--- src/rtl/ft_slv_sync_fifo.sv ---
// First-word-fall-through synchronous FIFO with current and next-state counts.
// Push while full and pop while empty are ignored.
module ft_slv_sync_fifo #(
  parameter int DEPTH = 16,
  parameter int AW    = 4,
  parameter int W     = 36
) (
  input  logic         clk,
  input  logic         rst,
  input  logic         push_i,
  input  logic [W-1:0] din_i,
  input  logic         pop_i,
  output logic [W-1:0] dout_o,
  output logic         empty_o,
  output logic [AW:0]  cnt_o,
  output logic [AW:0]  cnt_nxt_o
);

  logic [W-1:0]  mem_q [DEPTH];
  logic [AW-1:0] wptr_q, rptr_q;
  logic [AW:0]   cnt_q, cnt_d;
  logic          full, do_push, do_pop;

  assign empty_o = (cnt_q == '0);
  assign full    = (cnt_q == (AW+1)'(DEPTH));
  assign do_push = push_i & ~full;
  assign do_pop  = pop_i & ~empty_o;

  always_comb begin
    cnt_d = cnt_q;
    case ({do_push, do_pop})
      2'b10:   cnt_d = cnt_q + 1'b1;
      2'b01:   cnt_d = cnt_q - 1'b1;
      default: cnt_d = cnt_q;
    endcase
  end

  always_ff @(posedge clk) begin
    if (rst) begin
      wptr_q <= '0;
      rptr_q <= '0;
      cnt_q  <= '0;
    end else begin
      if (do_push) wptr_q <= wptr_q + 1'b1;
      if (do_pop)  rptr_q <= rptr_q + 1'b1;
      cnt_q <= cnt_d;
    end
  end

  // Storage needs no reset: it is only visible through a non-zero count.
  always_ff @(posedge clk) begin
    if (do_push) mem_q[wptr_q] <= din_i;
  end

  assign dout_o    = mem_q[rptr_q];
  assign cnt_o     = cnt_q;
  assign cnt_nxt_o = cnt_d;

endmodule

--- config.mk ---
export PLATFORM = sky130hd
export DESIGN_NAME = ft_slv_sync_fifo
export DESIGN_NICKNAME = d
export VERILOG_FILES = /design/src/rtl/ft_slv_sync_fifo.sv
export SDC_FILE = /design/constraint.sdc
export NUM_CORES = 1
export LEC_CHECK = 0
export ABC_CLOCK_PERIOD_IN_PS = 7400
export BUFFER_PORTS_ARGS = -buffer_cell sky130_fd_sc_hd__buf_2
export CORE_MARGIN = 2
export CORE_UTILIZATION = 61
export CTS_CLUSTER_SIZE = 8
export DETAILED_ROUTE_END_ITERATION = 12
export GPL_ROUTABILITY_DRIVEN = 0
export GPL_TIMING_DRIVEN = 0
export PLACE_DENSITY = 0.79
export SLEW_MARGIN = 20
export SYNTH_ARGS = -nofsm -noshare
export SYNTH_HDL_FRONTEND = slang
export SYNTH_SLANG_ARGS = --single-unit
--- constraint.sdc ---
create_clock -name clk -period 7.4 [get_ports clk]
set_clock_uncertainty 0.1 [all_clocks]
set_input_delay 1.48 -clock clk [delete_from_list [all_inputs] [get_ports clk]]
set_output_delay 1.48 -clock clk [all_outputs]
set_load 0.05 [all_outputs]
==> impl_results.md, run 1 <==
* Outcome: finished clean
* CORE AREA at 0.03652 mm^2
* Die area at 0.03858 mm^2
* Fillers at 1,966
* Syn Nets at 960
* CTS Buf Count at 84
* CP Max Fanout at 10
* Area of the multi-input gates at 0.004745 mm^2
* IO buf count at 86
* Max_cap viols at 0
* RSZ-0062 raised after global routing: false
* Worst setup EP type: output pin
* Postcts setup bufs at 0
* Antenna-violating nets left at 0
* Placement Setup Slack at 2.257 ns
* Period utilization at 73.89%
* Rows at 70
* Post-layout min period at 5.468 ns
* Worst-path clk slew at 0.05 ns
* Routed length per placed instance at 32.69 um
* PD cells at 351.5 mW/mm^2
* CP Launch Type: flop
* Routed WL at 52,570 um
* Rel. slew slack at 33.34%
* WS Path Type: flop to output pin
* Area added between synthesis and finish at 16.51%
* FF+latch area at 0.01764 mm^2
* Core Util, Final at 72.05%
* # H-tree levels at 3
* Synth area leader: edfxtp_1
* Layout cells sized above 1 at 38.84%
* Post-Synth Simple-Gate Area at 1.041%
* Die Span Y at 196.4 um
* Final net count at 1,173
* First-pass GRT wire length at 76,880 um
* Most frequent cell after synthesis: edfxtp_1
* Dpl cells at 1,507
* Synth Instances at 912
* CP Data Arrival Time at 3.89 ns
* Die width at 196.4 um
* Adder-cell share of the synthesized area at 0.4432%
* Largest family of logic cells by synthesized area: multiplexers
* Worst Slack Setup Final at 1.932 ns
* Top cells by area, synth: edfxtp_1 77%, mux4_2 18%, dfxtp_1 1.5%, ha_1 0.44%, buf_6 0.40%
* Vias at 10,898
* Router iterations before antenna repair at 5
* Largest net degree at the start of global routing at 37
* Hold WC Path Type: flop to flop
* Clock Sinks at 593
* Overflow after GRT at 0
* CP peak stage delay at 0.53 ns
* Post-synthesis mux area share at 18.19%
* Resize count post-CTS at 0
* Maximum VDD drop at 0.0003451 V
* Worst-margin pin slew at 0.9998 ns
* Post-DR vias/cell at 6.777
* Post-synth top area share at 76.58%
* Antenna violations before repair at 2
* Hpwl dp at 27,770 um
* GRT Util Overall at 28.42%
* CP required at 5.82 ns
* Non-Filler Instances at 1,608
* Drc violations at 0
* Clock tree root driver cell: clkbuf_16
* Compound-gate portion of the synthesized area at 0.5373%
* Post-synth EDFFs at 576
* Main synth FF type: edfxtp_1
* Library cells used by synthesis at 32
* Hold WS at 0.4536 ns
* Initial DRC count at 1,326
* Mapped Area at 0.02259 mm^2
* Yosys warns at 0
* Synth Register Bits at 593
* Post-synthesis sequential area ratio at 78.09%
* Syn Area/Cell at 24.77 um^2
* TritonCTS clock tree: built
* I/O pin cnt at 87
* Setup violators final at 0
* Post-synth top cells: 576 x edfxtp_1, 180 x mux4_2, 21 x clkbuf_1
* Initial core utilization at 61.84%
* Achievable Freq at 182.9 MHz
* CTS Hold Bufs at 0
* Worst skew pair latency at 0.59 ns
* CP max-delay cell: or4_1
* Ys async rst share at 0%
* Setup TNS at 0 ns
* Lkg Pwr at 0.008441 uW
* CP cell instances: or4_1 > buf_2 > o21ai_4 > ha_1 > clkbuf_1 > xor2_1 > ha_1 > a21oi_1 > xor2_1 > or3_1 > nand2_1 > buf_2
* Xor and xnor area share after synthesis at 0.4653%
* Number of global-route vias before repair at 11,602
* CTS max path bufs at 3
* Slew Limit Fails at 0
* Final hold violations at 0
==> cell type report <==
type	count	area share, %
timing repair buffer	127	3.133
clock inverter	6	0.2282
inverter	9	0.1284
buffer	45	0.9367
sequential	593	67.02
tap	468	2.225
multi-input combinational	265	18.03
antenna	2	0.01902
clock buffer	93	8.278
==> routing by layer <==
layer  routed length [um]  part of all wire (%)  track usage (%)  vias to the layer above
li1                     -                     -                -                     4328
met2                27120                    52            46.72                      746
met3                 4925                   9.4            6.314                      113
met4                 1545                   2.9            11.50                        2
met1                18970                    36            37.78                     5709
met5                   10                 0.019                0                        -
==> per-stage QoR <==
stage | total power, uW | area (um^2)
6_report | 9250 | 26320
5_1_grt | 9509 | 26310
4_1_cts | 9299 | 26310
3_5_place_dp | 5916 | 24070
3_3_place_gp | 5864 | 23600
2_1_floorplan | 5398 | 22590
==> worst paths after layout <==
check             startpoint      endpoint  slack [ns]  depth (start not counted)
setup / recovery    cnt_o[1]  cnt_nxt_o[2]        1.93                         12
hold / removal     rptr_q[2]          flop        0.45                          2
hold reg to reg    rptr_q[2]          flop        0.45                          2
setup reg to reg    cnt_o[1]      cnt_o[4]        4.03                         11
==> kinds of logic after synthesis <==
family,count (synthesis)
buffers and inverters,54
flip-flops,593
multiplexers,185
adder cells (fa/ha/maj),8
AND/OR/NAND/NOR,43
AO/OA/AOI/OAI,17
XOR/XNOR,12
==> flip-flops by register name, indices dropped and copies added (netlist names), named ones only <==
signal / count
cnt_o: 5
mem_q: 576
rptr_q: 4
wptr_q: 4
==> layout by cell type, fill, tap and decap left out, types with 4 or more instances in the layout <==
cell,instances
mux4_2,180
ha_1,8
buf_6,9
nor2_1,13
nor2b_1,4
and2_4,8
buf_4,7
inv_6,4
inv_1,9
nor4_2,4
xor2_1,9
clkbuf_16,86
edfxtp_1,576
a21oi_1,5
buf_16,6
dfxtp_1,17
clkbuf_1,28
nor2_4,4
buf_2,125
==> where the power goes <==
group          internal (uW)  total, uW  switching (uW)
clock                   2050       3370            1330
combinational            799       2030            1230
sequential              3800       3850            47.3
==> critical path: cells and delay by family (launching register included) <==
kind	cells	cell delay, ns
XOR/XNOR	2	0.24
AND/OR/NAND/NOR	3	0.96
adder cells (fa/ha/maj)	2	0.43
AO/OA/AOI/OAI	2	0.55
flip-flops	1	0.37
buffers and inverters	3	0.74
Power figures use the tool's default switching activity.
==> inputs of run 2 (changes only) <==
--- a/config.mk
+++ b/config.mk
@@ -5,15 +5,15 @@
 export SDC_FILE = /design/constraint.sdc
 export NUM_CORES = 1
 export LEC_CHECK = 0
-export ABC_CLOCK_PERIOD_IN_PS = 7400
+export ABC_CLOCK_PERIOD_IN_PS = 4600
 export BUFFER_PORTS_ARGS = -buffer_cell sky130_fd_sc_hd__buf_2
 export CORE_MARGIN = 2
-export CORE_UTILIZATION = 61
+export CORE_UTILIZATION = 55
 export CTS_CLUSTER_SIZE = 8
 export DETAILED_ROUTE_END_ITERATION = 12
 export GPL_ROUTABILITY_DRIVEN = 0
 export GPL_TIMING_DRIVEN = 0
-export PLACE_DENSITY = 0.79
+export PLACE_DENSITY = 0.75
 export SLEW_MARGIN = 20
 export SYNTH_ARGS = -nofsm -noshare
 export SYNTH_HDL_FRONTEND = slang
==> constraint.sdc (replaced) <==
create_clock -name clk -period 4.6 [get_ports clk]
set_clock_uncertainty 0.1 [all_clocks]
set_input_delay 0.92 -clock clk [delete_from_list [all_inputs] [get_ports clk]]
set_output_delay 0.92 -clock clk [all_outputs]
set_load 0.05 [all_outputs]
==> run 2 against run 1 <==
Cell count increased by 4.5%. Wire length down 3.5%. Global-route usage down 3.4 points. Critical path depth is 6 lower. Worst setup slack lost 1.9 ns. Worst hold slack better by 0.0050 ns. Final area increased by 0.90%. Flip-flop and latch count stayed put. Largest power group unchanged. Via count fell by 1.1%.
==> impl_results.md, run 2 (synthesis results as in run 1) <==
* Outcome: finished clean
* GRT Util Overall at 25.00% (-3.4 points)
* Total placed instance area at 0.02422 mm^2 (+0.62%)
* # H-tree levels at 3 (unchanged)
* Clock tree root driver cell: clkbuf_16
* Hpwl dp at 28,630 um (+3.1%)
* Slew Limit Fails at 0 (unchanged)
* Router iterations before antenna repair at 6 (+1)
* Antenna violations before repair at 1 (-1)
* Largest register FFs at 576 (unchanged)
* PD cells at 561.3 mW/mm^2 (+60%)
* WS Path Type: flop to output pin
* Net Sw Power at 4136 uW (+59%)
* Dpl cells at 1,574 (+4.4%)
* Comb power frac at 21.9% (about the same)
* Die area at 0.04270 mm^2 (+11%)
* CP required at 3.58 ns (-2.24 ns)
* CTS Hold Bufs at 0 (unchanged)
* Antenna-violating nets left at 0 (unchanged)
* Worst-path clk slew at 0.05 ns (about the same)
* First-pass GRT wire length at 74,510 um (-3.1%)
* Worst reg2reg setup slack at 1.66 ns (-2.37 ns)
* Final net count at 1,176 (+0.26%)
* Maximum VDD drop at 0.0004882 V (+41%)
* Clock Sinks at 593 (unchanged)
* Final hold violations at 0 (unchanged)
* Drc violations at 0 (unchanged)
* Worst skew pair latency at 0.60 ns (about the same)
* Lkg Pwr at 0.008498 uW (+0.67%)
* N_diodes at 0 (-2)
* Worst setup EP type: output pin
* Vias at 10,773 (-1.1%)
* Number of global-route vias before repair at 11,432 (-1.5%)
* I/O pin cnt at 87 (unchanged)
* Post-layout min period at 4.535 ns
* Period utilization at 98.58%
* Core Util, Final at 65.33% (-6.7 points)
* Worst-margin pin slew at 1.006 ns (+0.006111 ns)
* Initial DRC count at 1,126 (-15%)
* TritonCTS clock tree: built
* Rel. slew slack at 32.94% (-0.41 points)
* Non-Filler Instances at 1,681 (+4.5%)
* CTS max path bufs at 3 (unchanged)
* Reg with most FFs: mem_q
* Largest net degree at the start of global routing at 37 (unchanged)
* Area added between synthesis and finish at 17.56%
* CP Data Arrival Time at 3.51 ns (-0.38 ns)
* Commonest non-fill, non-tap cell in the layout: edfxtp_1
* Hold WS at 0.4586 ns (+0.005042 ns)
* Routed length per placed instance at 30.18 um (-7.7%)
* Commonest cells after routing, fill and taps aside: 576 x edfxtp_1, 180 x mux4_2, 125 x buf_2
* CTS Buf Count at 84 (unchanged)
* Max_cap viols at 0 (unchanged)
* Fin area at 0.02655 mm^2 (+0.90%)
* CP Max Fanout at 10 (unchanged)
* Internal at 10,770 uW (+62%)
* Initial core utilization at 55.57% (-6.3 points)
* Die Span Y at 206.7 um (+5.2%)
* Rows at 74 (+5.7%)
* Post-DR vias/cell at 6.409 (-5.4%)
* Routed WL at 50,730 um (-3.5%)
* Achievable Freq at 220.5 MHz
* Fraction of power consumed by sequential logic at 41.5% (about the same)
* Overflow after GRT at 0 (unchanged)
* Switch share at 27.75% (-0.39 points)
* CORE AREA at 0.04065 mm^2 (+11%)
* Clock Power Share at 36.6% (about the same)
* IO buf count at 86 (unchanged)
* Power Total at 14,900 uW (+61%)
* Setup violators final at 0 (unchanged)
* Die width at 206.7 um (+5.2%)
* Layout cells sized above 1 at 39.16% (+0.32 points)
* Hold WC Path Type: flop to flop
* CP Launch Type: flop
* RSZ-0062 raised after global routing: true
==> run 2: layout make-up <==
type                            count  area, um^2
Clock buffer                      102        2233
Sequential cell                   593       17640
Multi-Input combinational cell    265        4762
Buffer                             44       251.5
Timing Repair Buffer              131       909.6
Fill cell                        2508       14090
Clock inverter                      5       58.81
Tap cell                          532       665.6
Inverter                            9       33.78
==> run 2: power groups by stage <==
stage	registers (uW)	clock network (uW)	logic (uW)
2_1_floorplan	6330	0	2350
3_3_place_gp	6300	0	3170
3_5_place_dp	6280	0	3240
4_1_cts	6180	5540	3300
6_report	6190	5450	3270
5_1_grt	6190	5740	3460
==> run 2: final timing paths <==
check | start | depth (start not counted) | endpoint
worst min register to register | rptr_q[3] | 2 | rptr_q[3]
worst min-delay path | rptr_q[3] | 2 | rptr_q[3]
worst max register to register | cnt_o[2] | 9 | mem_q[3][14]
worst max-delay path | flop | 6 | dout_o[26]
==> run 2: timing repair <==
item | CTS | global route
setup buffers | 1 | 0
gates resized for setup | 3 | 9
gates cloned | 0 | 0
pin swaps | 1 | 0
hold endpoints to repair | 0 | 0
setup endpoints to repair | 3 | 4
==> run 2: metrics by stage <==
step	setup TNS, ns	setup slack, ns
detailed placement	0	0.3763
global route	-0.007073	-0.007073
CTS	0	0.04288
floorplan	-97.71	-0.6786
global placement	-808.47	-5.027
finish	0	0.06527
==> run 2: per-layer routing <==
layer	GRT usage, %	up-vias	wire length, um
li1	-	4346	-
met1	33.64	5738	19370
met2	40.98	582	25900
met3	5.181	105	4007
met4	9.515	2	1436
met5	0	-	13
==> run 2: critical path: stages, from the launching register on <==
cell,delay [ns]
dfxtp_1,0.31
buf_2,0.28
buf_2,0.33
clkbuf_1,0.79
mux4_2,0.44
mux4_2,0.51
buf_2,0.24
==> inputs of run 3 (changes only) <==
--- a/config.mk
+++ b/config.mk
@@ -14,6 +14,7 @@
 export GPL_ROUTABILITY_DRIVEN = 0
 export GPL_TIMING_DRIVEN = 0
 export PLACE_DENSITY = 0.75
+export RECOVER_POWER = 100
 export SLEW_MARGIN = 20
 export SYNTH_ARGS = -nofsm -noshare
 export SYNTH_HDL_FRONTEND = slang
==> run 3 against run 2 <==
Highest routed layer unchanged. Clock power about the same. Sequential power about the same. Combinational power about the same. Largest cell class unchanged. Clock-buffer cell count unchanged. Utilization down 0.11 points. Worst setup slack worse by 0.017 ns. Flip-flop and latch count unchanged. First-iteration DRC count down 1.4%. Register-to-register slack about the same.
==> impl_results.md, run 3 (synthesis results as in run 1) <==
* Outcome: finished clean
* Reg with most FFs: mem_q
* Net Sw Power at 4144 uW (+0.19%)
* Hold wc startpoint: rptr_q[3]
* Routed WL at 50,690 um (about the same)
* FF-to-FF End: cnt_o[4]
* Clock Power Share at 36.6% (about the same)
* Worst-margin pin slew at 1.012 ns (+0.005987 ns)
* Final net count at 1,176 (unchanged)
* CTS Buf Count at 84 (unchanged)
* Period utilization at 98.96% (+0.38 points)
* CORE AREA at 0.04065 mm^2 (unchanged)
* Worst-path clk slew at 0.05 ns (about the same)
* CTS Hold Bufs at 0 (unchanged)
* Slew Limit Fails at 0 (unchanged)
* Fraction of power consumed by sequential logic at 41.5% (about the same)
* Clock Sinks at 593 (unchanged)
* CP Max Fanout at 10 (unchanged)
* Top delay family on crit path: buffers and inverters
* Largest register FFs at 576 (unchanged)
* Commonest cells after routing, fill and taps aside: 576 x edfxtp_1, 180 x mux4_2, 89 x buf_2
* Worst setup EP type: output pin
* IO buf count at 86 (unchanged)
* Initial DRC count at 1,110 (-1.4%)
* Antenna-violating nets left at 0 (unchanged)
* WS Path Type: flop to output pin
* DR WL met2 at 25,920 um (about the same)
* CP Launch Type: flop
* First-pass GRT wire length at 74,510 um (unchanged)
* Layout cells sized above 1 at 36.03% (-3.1 points)
* CP cell instances: buf_2 > buf_2 > clkbuf_1 > mux4_2 > mux4_2 > buf_2
* Top routing layer in use: met5
* Commonest non-fill, non-tap cell in the layout: edfxtp_1
* CP required at 3.58 ns (about the same)
* Achievable Freq at 219.7 MHz (-0.38%)
* Antenna violations before repair at 1 (unchanged)
* Die Span Y at 206.7 um (unchanged)
* Largest net degree at the start of global routing at 37 (unchanged)
* WP buf/inv at 4 (unchanged)
* Fin area at 0.02651 mm^2 (-0.17%)
* RSZ-0062 raised after global routing: true
* CP max-delay cell: clkbuf_1
* Overflow after GRT at 0 (unchanged)
* N_diodes at 0 (unchanged)
* CP peak stage delay at 0.79 ns (about the same)
* CP Data Arrival Time at 3.53 ns (+0.02 ns)
* Post-DR vias/cell at 6.412 (about the same)
* Die width at 206.7 um (unchanged)
* Hpwl dp at 28,630 um (unchanged)
* I/O pin cnt at 87 (unchanged)
* Met3 wire length at 4050 um (+1.1%)
* WP depth at 6 (unchanged)
* # H-tree levels at 3 (unchanged)
* Post-layout min period at 4.552 ns (+0.01736 ns)
* Drc violations at 0 (unchanged)
* Comb power frac at 21.9% (about the same)
* GRT Util Overall at 25.00% (unchanged)
* Worst reg2reg setup slack at 1.67 ns (about the same)
* Max_cap viols at 0 (unchanged)
* Hold WC Path Type: flop to flop
* Maximum VDD drop at 0.0004883 V (about the same)
* Total placed instance area at 0.02422 mm^2 (unchanged)
* TritonCTS clock tree: built
* Hold depth at 2 (unchanged)
* Switch share at 27.79% (+0.044 points)
* Die area at 0.04270 mm^2 (unchanged)
* Wire length on met1 at 19,260 um (-0.57%)
* Worst skew pair latency at 0.61 ns (about the same)
* Area added between synthesis and finish at 17.36%
* Internal at 10,770 uW (about the same)
* Top cell by count, worst path: buf_2
* Number of global-route vias before repair at 11,432 (unchanged)
* Rel. slew slack at 32.54% (-0.40 points)
* Rows at 74 (unchanged)
* Vias at 10,779 (+0.056%)
* Router iterations before antenna repair at 5 (-1)
* Hold EP: rptr_q[3]
* Hold WS at 0.4599 ns (+0.001254 ns)
* Routed length per placed instance at 30.16 um (about the same)
* Initial core utilization at 55.57% (unchanged)
* CTS max path bufs at 3 (unchanged)
* PD cells at 562.5 mW/mm^2 (+0.20%)
* Cell depth of the worst flop-to-flop path at 11 (+2)
* Final hold violations at 0 (unchanged)
* Setup violators final at 0 (unchanged)
* Lkg Pwr at 0.008399 uW (-1.2%)
* Clock tree root driver cell: clkbuf_16
* Worst reg2reg startpoint: cnt_o[0]
[run 3: changes by cell type in the layout (fill, tap and decap cells not counted)]
| cell | delta |
|---|---|
| buf_2 | -36 |
| clkbuf_1 | +36 |
[run 3: what timing repair did]
item                                    CTS  global route
endpoints found under the hold margin     0             0
endpoints found under the setup margin    3             4
buffers inserted                          1             0
pin swaps                                 1             0
gates resized for setup                   3             9
cloned                                    0             0
[run 3: cell type report]
type                    instances  area [um^2]
flip-flops and latches        593        17640
fillers                      2524        14140
multi-input cells             265         4762
clock buffers                 102         2233
repair buffers                131        864.6
well taps                     532        665.6
plain buffers                  44        251.5
clock inverters                 5        58.81
inverters                       9        33.78
[run 3: power groups by stage]
stage	Clock, uW	Combinational (uW)	Sequential [uW]
CTS	5540	3300	6180
finish	5450	3270	6190
global placement	0	3170	6300
detailed placement	0	3240	6280
global route	5740	3460	6200
floorplan	0	2350	6330
[run 3: layer usage]
layer	vias up	GRT usage, %
met5	-	0
met4	2	9.515
met3	111	5.181
met2	563	40.98
met1	5757	33.64
li1	4346	-
[run 3: stage by stage]
stage | setup WS [ns] | std cells | total power (uW) | utilization, % | TNS [ns]
global route | -0.007073 | 1681 | 15390 | 65.22 | -0.007073
floorplan | -0.6786 | 912 | 8684 | - | -97.71
finish | 0.04791 | 1681 | 14910 | 65.22 | 0
detailed placement | 0.3763 | 1574 | 9521 | 59.59 | 0
global placement | -5.027 | 1530 | 9470 | 58.27 | -808.47
CTS | 0.04288 | 1681 | 15020 | 65.27 | 0
[run 3: worst max-delay path by stage]
stage	startpoint	endpoint
after floorplan	cnt_o[1]	mem_q[0][0]
after global placement	push_i	mem_q[1][21]
after detailed placement	cnt_o[1]	cnt_nxt_o[4]
after CTS	flop	dout_o[26]
after global routing	cnt_o[0]	cnt_nxt_o[2]
final	flop	dout_o[26]
[run 3: worst register-to-register path, stage by stage, from the launching register on]
cell      delay (ns)
dfxtp_1         0.36
or4_1           0.51
clkbuf_4        0.21
o21ai_4         0.18
inv_1           0.09
ha_2            0.23
xor2_1          0.14
ha_1            0.20
and3b_1         0.17
o21ai_1         0.08
a21oi_2         0.19
mux2_2          0.35
